File: src/rtl/tracker_pkg.sv
// Shared colour codes, detector state encoding and coordinate widths for the
// colour-tracking path (detector and gesture tracker).
package tracker_pkg;

   localparam int X_W = 11;
   localparam int Y_W = 10;

   localparam logic [1:0] DET_NONE = 2'b00;
   localparam logic [1:0] DET_R    = 2'b01;
   localparam logic [1:0] DET_G    = 2'b10;
   localparam logic [1:0] DET_B    = 2'b11;

   typedef enum logic [1:0] {
      ST_ACCUM  = 2'd0,
      ST_EVAL   = 2'd1,
      ST_REPORT = 2'd2,
      ST_CLEAR  = 2'd3
   } det_state_t;

   // Thresholds keep the classes disjoint, so the if-chain order is irrelevant.
   function automatic logic [1:0] classify_pixel(input logic [23:0] px,
                                                 input logic [7:0]  hi,
                                                 input logic [7:0]  lo);
      logic [7:0] r;
      logic [7:0] g;
      logic [7:0] b;
      r = px[23:16];
      g = px[15:8];
      b = px[7:0];
      if (r >= hi && g <= lo && b <= lo) begin
         classify_pixel = DET_R;
      end else if (g >= hi && r <= lo && b <= lo) begin
         classify_pixel = DET_G;
      end else if (b >= hi && r <= lo && g <= lo) begin
         classify_pixel = DET_B;
      end else begin
         classify_pixel = DET_NONE;
      end
   endfunction

endpackage

File: src/rtl/color_blob_detector_if.sv
// Pixel stream in, per-frame colour report out. The camera side is the
// master; the detector is the slave.
interface color_blob_detector_if;
   import tracker_pkg::*;

   logic [X_W-1:0] hcount_in;
   logic [Y_W-1:0] vcount_in;
   logic [23:0]    pixel_in;
   logic           pixel_valid_in;
   logic [1:0]     detected;
   logic [X_W-1:0] xtrack;
   logic [Y_W-1:0] ytrack;
   logic           frame_done_out;

   modport master (
      output hcount_in, vcount_in, pixel_in, pixel_valid_in,
      input  detected, xtrack, ytrack, frame_done_out
   );

   modport slave (
      input  hcount_in, vcount_in, pixel_in, pixel_valid_in,
      output detected, xtrack, ytrack, frame_done_out
   );
endinterface

File: src/rtl/blob_accum.sv
// Saturating pixel count plus bounding box for a single colour class.
module blob_accum
   import tracker_pkg::*;
#(
   parameter int CNT_W = 20
) (
   input  logic             i_clk,
   input  logic             i_rst,
   input  logic             i_clr,
   input  logic             i_upd,
   input  logic [X_W-1:0]   i_x,
   input  logic [Y_W-1:0]   i_y,
   output logic [CNT_W-1:0] o_count,
   output logic [X_W-1:0]   o_xmin,
   output logic [X_W-1:0]   o_xmax,
   output logic [Y_W-1:0]   o_ymin,
   output logic [Y_W-1:0]   o_ymax
);

   logic [CNT_W-1:0] r_count;
   logic [X_W-1:0]   r_xmin;
   logic [X_W-1:0]   r_xmax;
   logic [Y_W-1:0]   r_ymin;
   logic [Y_W-1:0]   r_ymax;

   // Box keeps growing after the count saturates.
   always_ff @(posedge i_clk or posedge i_rst) begin
      if (i_rst) begin
         r_count <= '0;
         r_xmin  <= '1;
         r_xmax  <= '0;
         r_ymin  <= '1;
         r_ymax  <= '0;
      end else if (i_clr) begin
         r_count <= '0;
         r_xmin  <= '1;
         r_xmax  <= '0;
         r_ymin  <= '1;
         r_ymax  <= '0;
      end else if (i_upd) begin
         r_count <= (r_count == {CNT_W{1'b1}}) ? r_count : r_count + CNT_W'(1);
         r_xmin  <= (i_x < r_xmin) ? i_x : r_xmin;
         r_xmax  <= (i_x > r_xmax) ? i_x : r_xmax;
         r_ymin  <= (i_y < r_ymin) ? i_y : r_ymin;
         r_ymax  <= (i_y > r_ymax) ? i_y : r_ymax;
      end
   end

   assign o_count = r_count;
   assign o_xmin  = r_xmin;
   assign o_xmax  = r_xmax;
   assign o_ymin  = r_ymin;
   assign o_ymax  = r_ymax;

endmodule

File: src/rtl/color_blob_detector.sv
// Classifies pixels as strong R/G/B, accumulates per-colour count and box over
// the active frame, and reports the dominant colour once per frame.
module color_blob_detector
   import tracker_pkg::*;
#(
   parameter int H_ACTIVE   = 1024,
   parameter int V_ACTIVE   = 768,
   parameter int THRESH_HI  = 160,
   parameter int THRESH_LO  = 80,
   parameter int MIN_PIXELS = 64,
   parameter int CNT_W      = 20
) (
   input  logic                  clk_in,
   input  logic                  rst_in,
   color_blob_detector_if.slave  cam
);

   localparam logic [X_W-1:0]   H_LIM   = X_W'(H_ACTIVE);
   localparam logic [Y_W-1:0]   V_LIM   = Y_W'(V_ACTIVE);
   localparam logic [7:0]       HI      = 8'(THRESH_HI);
   localparam logic [7:0]       LO      = 8'(THRESH_LO);
   localparam logic [CNT_W-1:0] MIN_CNT = CNT_W'(MIN_PIXELS);

   det_state_t       r_state;
   det_state_t       w_next;
   logic             r_armed;
   logic [1:0]       r_winner;
   logic [1:0]       r_detected;
   logic [X_W-1:0]   r_xtrack;
   logic [Y_W-1:0]   r_ytrack;
   logic             r_frame_done;

   logic [1:0]       w_class;
   logic             w_eof;
   logic             w_in_area;
   logic             w_clr;
   logic [2:0]       w_upd;
   logic [1:0]       w_lead;
   logic [CNT_W-1:0] w_best;
   logic [1:0]       w_winner;
   logic [1:0]       w_sel;
   logic [X_W:0]     w_xsum;
   logic [Y_W:0]     w_ysum;
   logic [X_W-1:0]   w_xmid;
   logic [Y_W-1:0]   w_ymid;

   logic [CNT_W-1:0] w_cnt  [3];
   logic [X_W-1:0]   w_xmin [3];
   logic [X_W-1:0]   w_xmax [3];
   logic [Y_W-1:0]   w_ymin [3];
   logic [Y_W-1:0]   w_ymax [3];

   assign w_class   = classify_pixel(cam.pixel_in, HI, LO);
   assign w_eof     = (cam.hcount_in == '0) && (cam.vcount_in == V_LIM);
   assign w_in_area = cam.pixel_valid_in && (cam.hcount_in < H_LIM) && (cam.vcount_in < V_LIM);

   // Index 0/1/2 holds red/green/blue, i.e. colour code minus one.
   for (genvar g = 0; g < 3; g++) begin : g_acc
      blob_accum #(.CNT_W(CNT_W)) u_acc (
         .i_clk   (clk_in),
         .i_rst   (rst_in),
         .i_clr   (w_clr),
         .i_upd   (w_upd[g]),
         .i_x     (cam.hcount_in),
         .i_y     (cam.vcount_in),
         .o_count (w_cnt[g]),
         .o_xmin  (w_xmin[g]),
         .o_xmax  (w_xmax[g]),
         .o_ymin  (w_ymin[g]),
         .o_ymax  (w_ymax[g])
      );
   end

   always_ff @(posedge clk_in or posedge rst_in) begin
      if (rst_in) begin
         r_state <= ST_ACCUM;
      end else begin
         r_state <= w_next;
      end
   end

   always_comb begin
      w_next = r_state;
      w_clr  = 1'b0;
      w_upd  = 3'b000;
      case (r_state)
         ST_ACCUM: begin
            if (w_in_area) begin
               case (w_class)
                  DET_R:   w_upd = 3'b001;
                  DET_G:   w_upd = 3'b010;
                  DET_B:   w_upd = 3'b100;
                  default: w_upd = 3'b000;
               endcase
            end else begin
               w_upd = 3'b000;
            end
            if (r_armed && w_eof) begin
               w_next = ST_EVAL;
            end else begin
               w_next = ST_ACCUM;
            end
         end
         ST_EVAL:   w_next = ST_REPORT;
         ST_REPORT: w_next = ST_CLEAR;
         ST_CLEAR: begin
            w_clr  = 1'b1;
            w_next = ST_ACCUM;
         end
         default:   w_next = ST_ACCUM;
      endcase
   end

   // A held end-of-frame position must not retrigger, so arming needs a non-EOF cycle.
   always_ff @(posedge clk_in or posedge rst_in) begin
      if (rst_in) begin
         r_armed <= 1'b0;
      end else if (r_state == ST_CLEAR) begin
         r_armed <= 1'b0;
      end else if (r_state == ST_ACCUM && !w_eof) begin
         r_armed <= 1'b1;
      end
   end

   always_comb begin
      w_lead = DET_R;
      w_best = w_cnt[0];
      if (w_cnt[0] >= w_cnt[1] && w_cnt[0] >= w_cnt[2]) begin
         w_lead = DET_R;
         w_best = w_cnt[0];
      end else if (w_cnt[1] >= w_cnt[2]) begin
         w_lead = DET_G;
         w_best = w_cnt[1];
      end else begin
         w_lead = DET_B;
         w_best = w_cnt[2];
      end
      w_winner = (w_best < MIN_CNT) ? DET_NONE : w_lead;
   end

   always_ff @(posedge clk_in or posedge rst_in) begin
      if (rst_in) begin
         r_winner <= DET_NONE;
      end else if (r_state == ST_EVAL) begin
         r_winner <= w_winner;
      end
   end

   always_comb begin
      w_sel = 2'd0;
      case (r_winner)
         DET_G:   w_sel = 2'd1;
         DET_B:   w_sel = 2'd2;
         default: w_sel = 2'd0;
      endcase
   end

   assign w_xsum = {1'b0, w_xmin[w_sel]} + {1'b0, w_xmax[w_sel]};
   assign w_ysum = {1'b0, w_ymin[w_sel]} + {1'b0, w_ymax[w_sel]};
   assign w_xmid = X_W'(w_xsum >> 1);
   assign w_ymid = Y_W'(w_ysum >> 1);

   // Track coordinates only move when a colour actually wins.
   always_ff @(posedge clk_in or posedge rst_in) begin
      if (rst_in) begin
         r_detected   <= DET_NONE;
         r_xtrack     <= '0;
         r_ytrack     <= '0;
         r_frame_done <= 1'b0;
      end else begin
         r_frame_done <= (r_state == ST_REPORT);
         if (r_state == ST_REPORT) begin
            r_detected <= r_winner;
            if (r_winner != DET_NONE) begin
               r_xtrack <= w_xmid;
               r_ytrack <= w_ymid;
            end
         end
      end
   end

   assign cam.detected       = r_detected;
   assign cam.xtrack         = r_xtrack;
   assign cam.ytrack         = r_ytrack;
   assign cam.frame_done_out = r_frame_done;

endmodule

File: src/flat_wrapper.sv
// flat-port wrapper written by rule: the top's interface ports become plain ports
module color_blob_detector_flat import tracker_pkg::*;
#(
   parameter int H_ACTIVE   = 1024,
   parameter int V_ACTIVE   = 768,
   parameter int THRESH_HI  = 160,
   parameter int THRESH_LO  = 80,
   parameter int MIN_PIXELS = 64,
   parameter int CNT_W      = 20
)
  (clk_in, rst_in, cam_hcount_in, cam_vcount_in, cam_pixel_in, cam_pixel_valid_in, cam_detected, cam_xtrack, cam_ytrack, cam_frame_done_out);
  color_blob_detector_if cam_i ();
  input  logic clk_in;
  input  logic rst_in;
  input wire logic [$bits(cam_i.hcount_in)-1:0] cam_hcount_in;
  input wire logic [$bits(cam_i.vcount_in)-1:0] cam_vcount_in;
  input wire logic [$bits(cam_i.pixel_in)-1:0] cam_pixel_in;
  input wire logic [$bits(cam_i.pixel_valid_in)-1:0] cam_pixel_valid_in;
  output wire logic [$bits(cam_i.detected)-1:0] cam_detected;
  output wire logic [$bits(cam_i.xtrack)-1:0] cam_xtrack;
  output wire logic [$bits(cam_i.ytrack)-1:0] cam_ytrack;
  output wire logic [$bits(cam_i.frame_done_out)-1:0] cam_frame_done_out;
  assign cam_i.hcount_in = cam_hcount_in;
  assign cam_i.vcount_in = cam_vcount_in;
  assign cam_i.pixel_in = cam_pixel_in;
  assign cam_i.pixel_valid_in = cam_pixel_valid_in;
  assign cam_detected = cam_i.detected;
  assign cam_xtrack = cam_i.xtrack;
  assign cam_ytrack = cam_i.ytrack;
  assign cam_frame_done_out = cam_i.frame_done_out;
  color_blob_detector #(.H_ACTIVE(H_ACTIVE), .V_ACTIVE(V_ACTIVE), .THRESH_HI(THRESH_HI), .THRESH_LO(THRESH_LO), .MIN_PIXELS(MIN_PIXELS), .CNT_W(CNT_W)) u_core (.clk_in(clk_in), .rst_in(rst_in), .cam(cam_i));
endmodule
File: config.mk
export PLATFORM = sky130hd
export DESIGN_NAME = color_blob_detector_flat
export DESIGN_NICKNAME = d
export VERILOG_FILES = /design/src/rtl/tracker_pkg.sv /design/src/rtl/color_blob_detector_if.sv /design/src/rtl/blob_accum.sv /design/src/rtl/color_blob_detector.sv /design/src/flat_wrapper.sv
export SDC_FILE = /design/constraint.sdc
export NUM_CORES = 1
export LEC_CHECK = 0
export ABC_AREA = 1
export BUFFER_PORTS_ARGS = -buffer_cell sky130_fd_sc_hd__buf_2
export CAP_MARGIN = 20
export CORE_UTILIZATION = 40
export CTS_CLUSTER_SIZE = 20
export DETAILED_ROUTE_END_ITERATION = 10
export MAX_ROUTING_LAYER = met4
export PLACE_DENSITY = 0.57
export SETUP_SLACK_MARGIN = 0.05
export SLEW_MARGIN = 20
export SYNTH_ARGS = -nofsm -noshare
export SYNTH_HDL_FRONTEND = slang
export SYNTH_SLANG_ARGS = --single-unit
File: constraint.sdc
create_clock -name clk_in -period 15.48 [get_ports clk_in]
set_clock_uncertainty 0.15 [all_clocks]
set_input_delay 2.322 -clock clk_in [delete_from_list [all_inputs] [get_ports clk_in]]
set_output_delay 2.322 -clock clk_in [all_outputs]
set_load 0.005 [all_outputs]
==> run_results.csv <==
group,metric,value,unit
global_route,grtUsageMet2,0.388,
floorplanning,pin_count,72,
flow_run,cap_viol_max_count,0,
logic_synthesis,synth_cells,2309,
status,violations,"design-rule violations",
route,viasPerCell,5.37,
placed_design,port_buffers,71,
logic_synthesis,synth_top_area_cell,"dfrtp_1",
power,power_density,94.6,mW/mm^2
final_layout,nets,2604,
critical_path,crit_slowest_cell,"nor2_4",
final_layout,area_delta_synth_final,10.1,%
logic_synthesis,ys_seq_area_frac,0.327,
min_path,hold_start,"u_core.g_acc[2].u_acc.o_xmin[10]$_DFFE_PP1P_",
timing,slew_headroom,0.425,
placed_design,dp_cells,2850,
placed_design,place_congestion,0.901,
critical_path,required,15820,ps
placed_design,hpwl,38800,um
critical_path,critical_path.max_stage_delay,500,ps
timing,fmax,0.218,GHz
global_route,grtUsageMet1,0.345,
logic_synthesis,yosysMostFrequentCell,"nand2_1",
clock_tree,clockBufferDepth,3,
timing,rsz0062_at_grt,"false",
logic_synthesis,ys_warn_count,0,
final_layout,antenna_cells,0,
placed_design,place_ws,10410,ps
clock_tree,ctsResizeCount,0,
clock_tree,post-cts-setup-buffers,0,
logic_synthesis,ys_types,50,
placed_design,placed_area,0.0175,sq mm
critical_path,crit_top_cell,"nand2_1",
critical_path,worst-path-max-fanout,18,
critical_path,reg2reg_from,"u_core.r_winner[1]$_DFFE_PP0N_",
power,p_leak,9.75,nW
final_layout,regArea,0.00546,sq mm
global_route,grt_pass1_vias,14732,
final_layout,multi_input_area,0.00985,sq mm
timing,tightest_slew,863,ps
clock_tree,ctsHoldBuffers,0,
critical_path,ff2ff_path_depth,14,
global_route,grt_max_degree,107,
logic_synthesis,async_reset_ff_frac,1.00,
status,outcome,"finished, violations left",
clock_tree,clkTransAtPathRegs,60,ps
logic_synthesis,synth.top_cell.area_share,0.228,
min_path,whs_endpoint,"u_core.g_acc[2].u_acc.o_xmin[10]$_DFFE_PP1P_",
timing,finalHoldViolCount,0,
critical_path,path_cells,"buf_2, nor4_1, nand2_1, a21boi_1, nand2_1, nor2_4, nand2_1, nand2_1, nand2_1, nand2_1",
min_path,min_path_cells,2,
global_route,grt-ovfl-total,0,
timing,fin_ws,10900,ps
route,wl,51700,um
final_layout,drive_above_1_share,0.0989,
global_route,grt_busiest_layer,"met2",
power,irDropWorstVdd,0.0000723,V
clock_tree,cts_htree_levels,1,
floorplanning,die_w,206,um
floorplanning,die_area,0.0426,sq mm
global_route,met3_usage,0.0342,
timing,slew_violations,0,
clock_tree,cts_inserted_buffers,27,
critical_path,crit_path_start_kind,"input port",
route,remaining_drc_errors,13,
clock_tree,cts_tree,"yes",
route,first_pass_iters,8,
global_route,grt_pass1_wl,81200,um
floorplanning,chipHeight,206,um
logic_synthesis,syn_area,0.0167,sq mm
logic_synthesis,avgSynthCellArea,7.24,sq um
timing,setup_viol,0,
critical_path,end_kind,"flip-flop",
route,ant_nets,0,
critical_path,rrSetupSlack,10950,ps
route,wire_per_inst,17.8,um
route,num_vias,15557,
logic_synthesis,syn_nets,2566,
floorplanning,core-area,0.0410,sq mm
critical_path,r2r-end,"u_core.cam.xtrack[7]$_DFFE_PP0P_",
critical_path,crit_type,"in2reg",
clock_tree,clock-sinks,215,
clock_tree,clk_latency,550,ps
min_path,hold_path_class,"reg2reg",
critical_path,worstPathArrival,4920,ps
clock_tree,cts_root_buf,"clkbuf_16",
logic_synthesis,synth-edff-count,0,
final_layout,final-instance-count-excl-fill,2899,
logic_synthesis,synthTopCellsByCount,"nand2_1, inv_1, nand3_1",
logic_synthesis,synth_ff_type,"dfrtp_1",
floorplanning,start_util,0.407,
global_route,track_usage,0.254,
timing,tns,0,ps
timing,min_period_over_period,0.296,
final_layout,fillers,4208,
logic_synthesis,netlist_top_cells_area,"dfrtp_1, nand2_1, ha_1",
floorplanning,rows,74,
final_layout,final_area,0.0184,sq mm
route,drt_iter0_drc,984,
logic_synthesis,synth-seq-cells,215,
global_route,antenna_found_initial,0,
timing,min_period,4580,ps
-- stage by stage --
stage	hold WS [ps]	total power, mW	utilization
finish	312	1.74	0.448
detailed placement	303	1.10	0.426
floorplan	292	0.973	-
global route	318	1.84	0.448
global placement	300	1.09	0.426
CTS	313	1.75	0.448
-- per-layer routing --
| layer | wire length (um) | vias to the layer above |
|---|---|---|
| li1 | - | 7687 |
| met2 | 22800 | 450 |
| met5 | 0 | - |
| met3 | 2870 | 100 |
| met1 | 24200 | 7320 |
| met4 | 1850 | 0 |
-- cell families (layout without fill, tap and decap cells) --
family                   Yosys count  in the layout  synth area share
AO/OA/AOI/OAI                    270            270            0.0935
adder cells (fa/ha/maj)          209            209             0.157
flip-flops                       215            215             0.327
XOR/XNOR                          50             50            0.0262
buffers and inverters            357            415            0.0843
AND/OR/NAND/NOR                 1208           1208             0.312
-- sequential cells by signal, summed over array words and instances, names as in the netlist --
signal,cells
u_core.cam.ytrack,10
u_core.g_acc.u_acc.o_xmin,33
u_core.g_acc.u_acc.o_xmax,33
u_core.g_acc.u_acc.o_ymax,30
u_core.r_armed,1
u_core.cam.frame_done_out,1
u_core.r_winner,2
u_core.r_state,2
u_core.cam.xtrack,11
u_core.g_acc.u_acc.o_count,60
u_core.cam.detected,2
u_core.g_acc.u_acc.o_ymin,30
-- power by group --
group / internal (mW) / leakage (nW) / switching (mW)
combinational: 0.147 / 6.55 / 0.262
sequential: 0.639 / 2.75 / 0.0448
clock: 0.392 / 0.448 / 0.255
total: 1.18 / 9.75 / 0.562
-- placed cells by master, fill, tap and decap left out, types with 46 or more instances in the layout --
master     n
buf_2     71
dfstp_2   63
inv_1    277
nand3_1  216
nand2_1  698
ha_1     206
nor2_1   150
dfrtp_1  152
o21ai_0   46
a21oi_1  125
-- worst max-delay path, delay by kind of cell --
family	cells	cell delay, ps
buffers and inverters	1	90
AND/OR/NAND/NOR	8	2120
AO/OA/AOI/OAI	1	370
-- cell type report --
cell class | instances | share of cell area
clock buffers | 41 | 0.0440
clock inverters | 8 | 0.00510
inverters | 284 | 0.0585
multi-input cells | 1737 | 0.535
flip-flops and latches | 215 | 0.297
well taps | 532 | 0.0362
repair buffers | 82 | 0.0238
-- worst max-delay path by stage --
| stage | startpoint | endpoint | slack, ps | cells after the start |
|---|---|---|---|---|
| CTS | cam_pixel_in[8] | u_core.g_acc[2].u_acc.o_xmax[1]$_DFFE_PP0P_ | 10980 | 10 |
| floorplan | rst_in | u_core.cam.detected[0]$_DFFE_PP0P_ | 7230 | 1 |
| detailed placement | cam_pixel_in[8] | u_core.g_acc[2].u_acc.o_xmax[1]$_DFFE_PP0P_ | 10410 | 10 |
| global placement | cam_pixel_in[8] | u_core.g_acc[2].u_acc.o_xmax[6]$_DFFE_PP0P_ | 10460 | 10 |
| finish | cam_pixel_in[8] | u_core.g_acc[2].u_acc.o_xmax[1]$_DFFE_PP0P_ | 10900 | 10 |
| global route | u_core.r_winner[1]$_DFFE_PP0N_ | u_core.cam.xtrack[7]$_DFFE_PP0P_ | 10630 | 14 |
(Power assumes the default switching activity.)
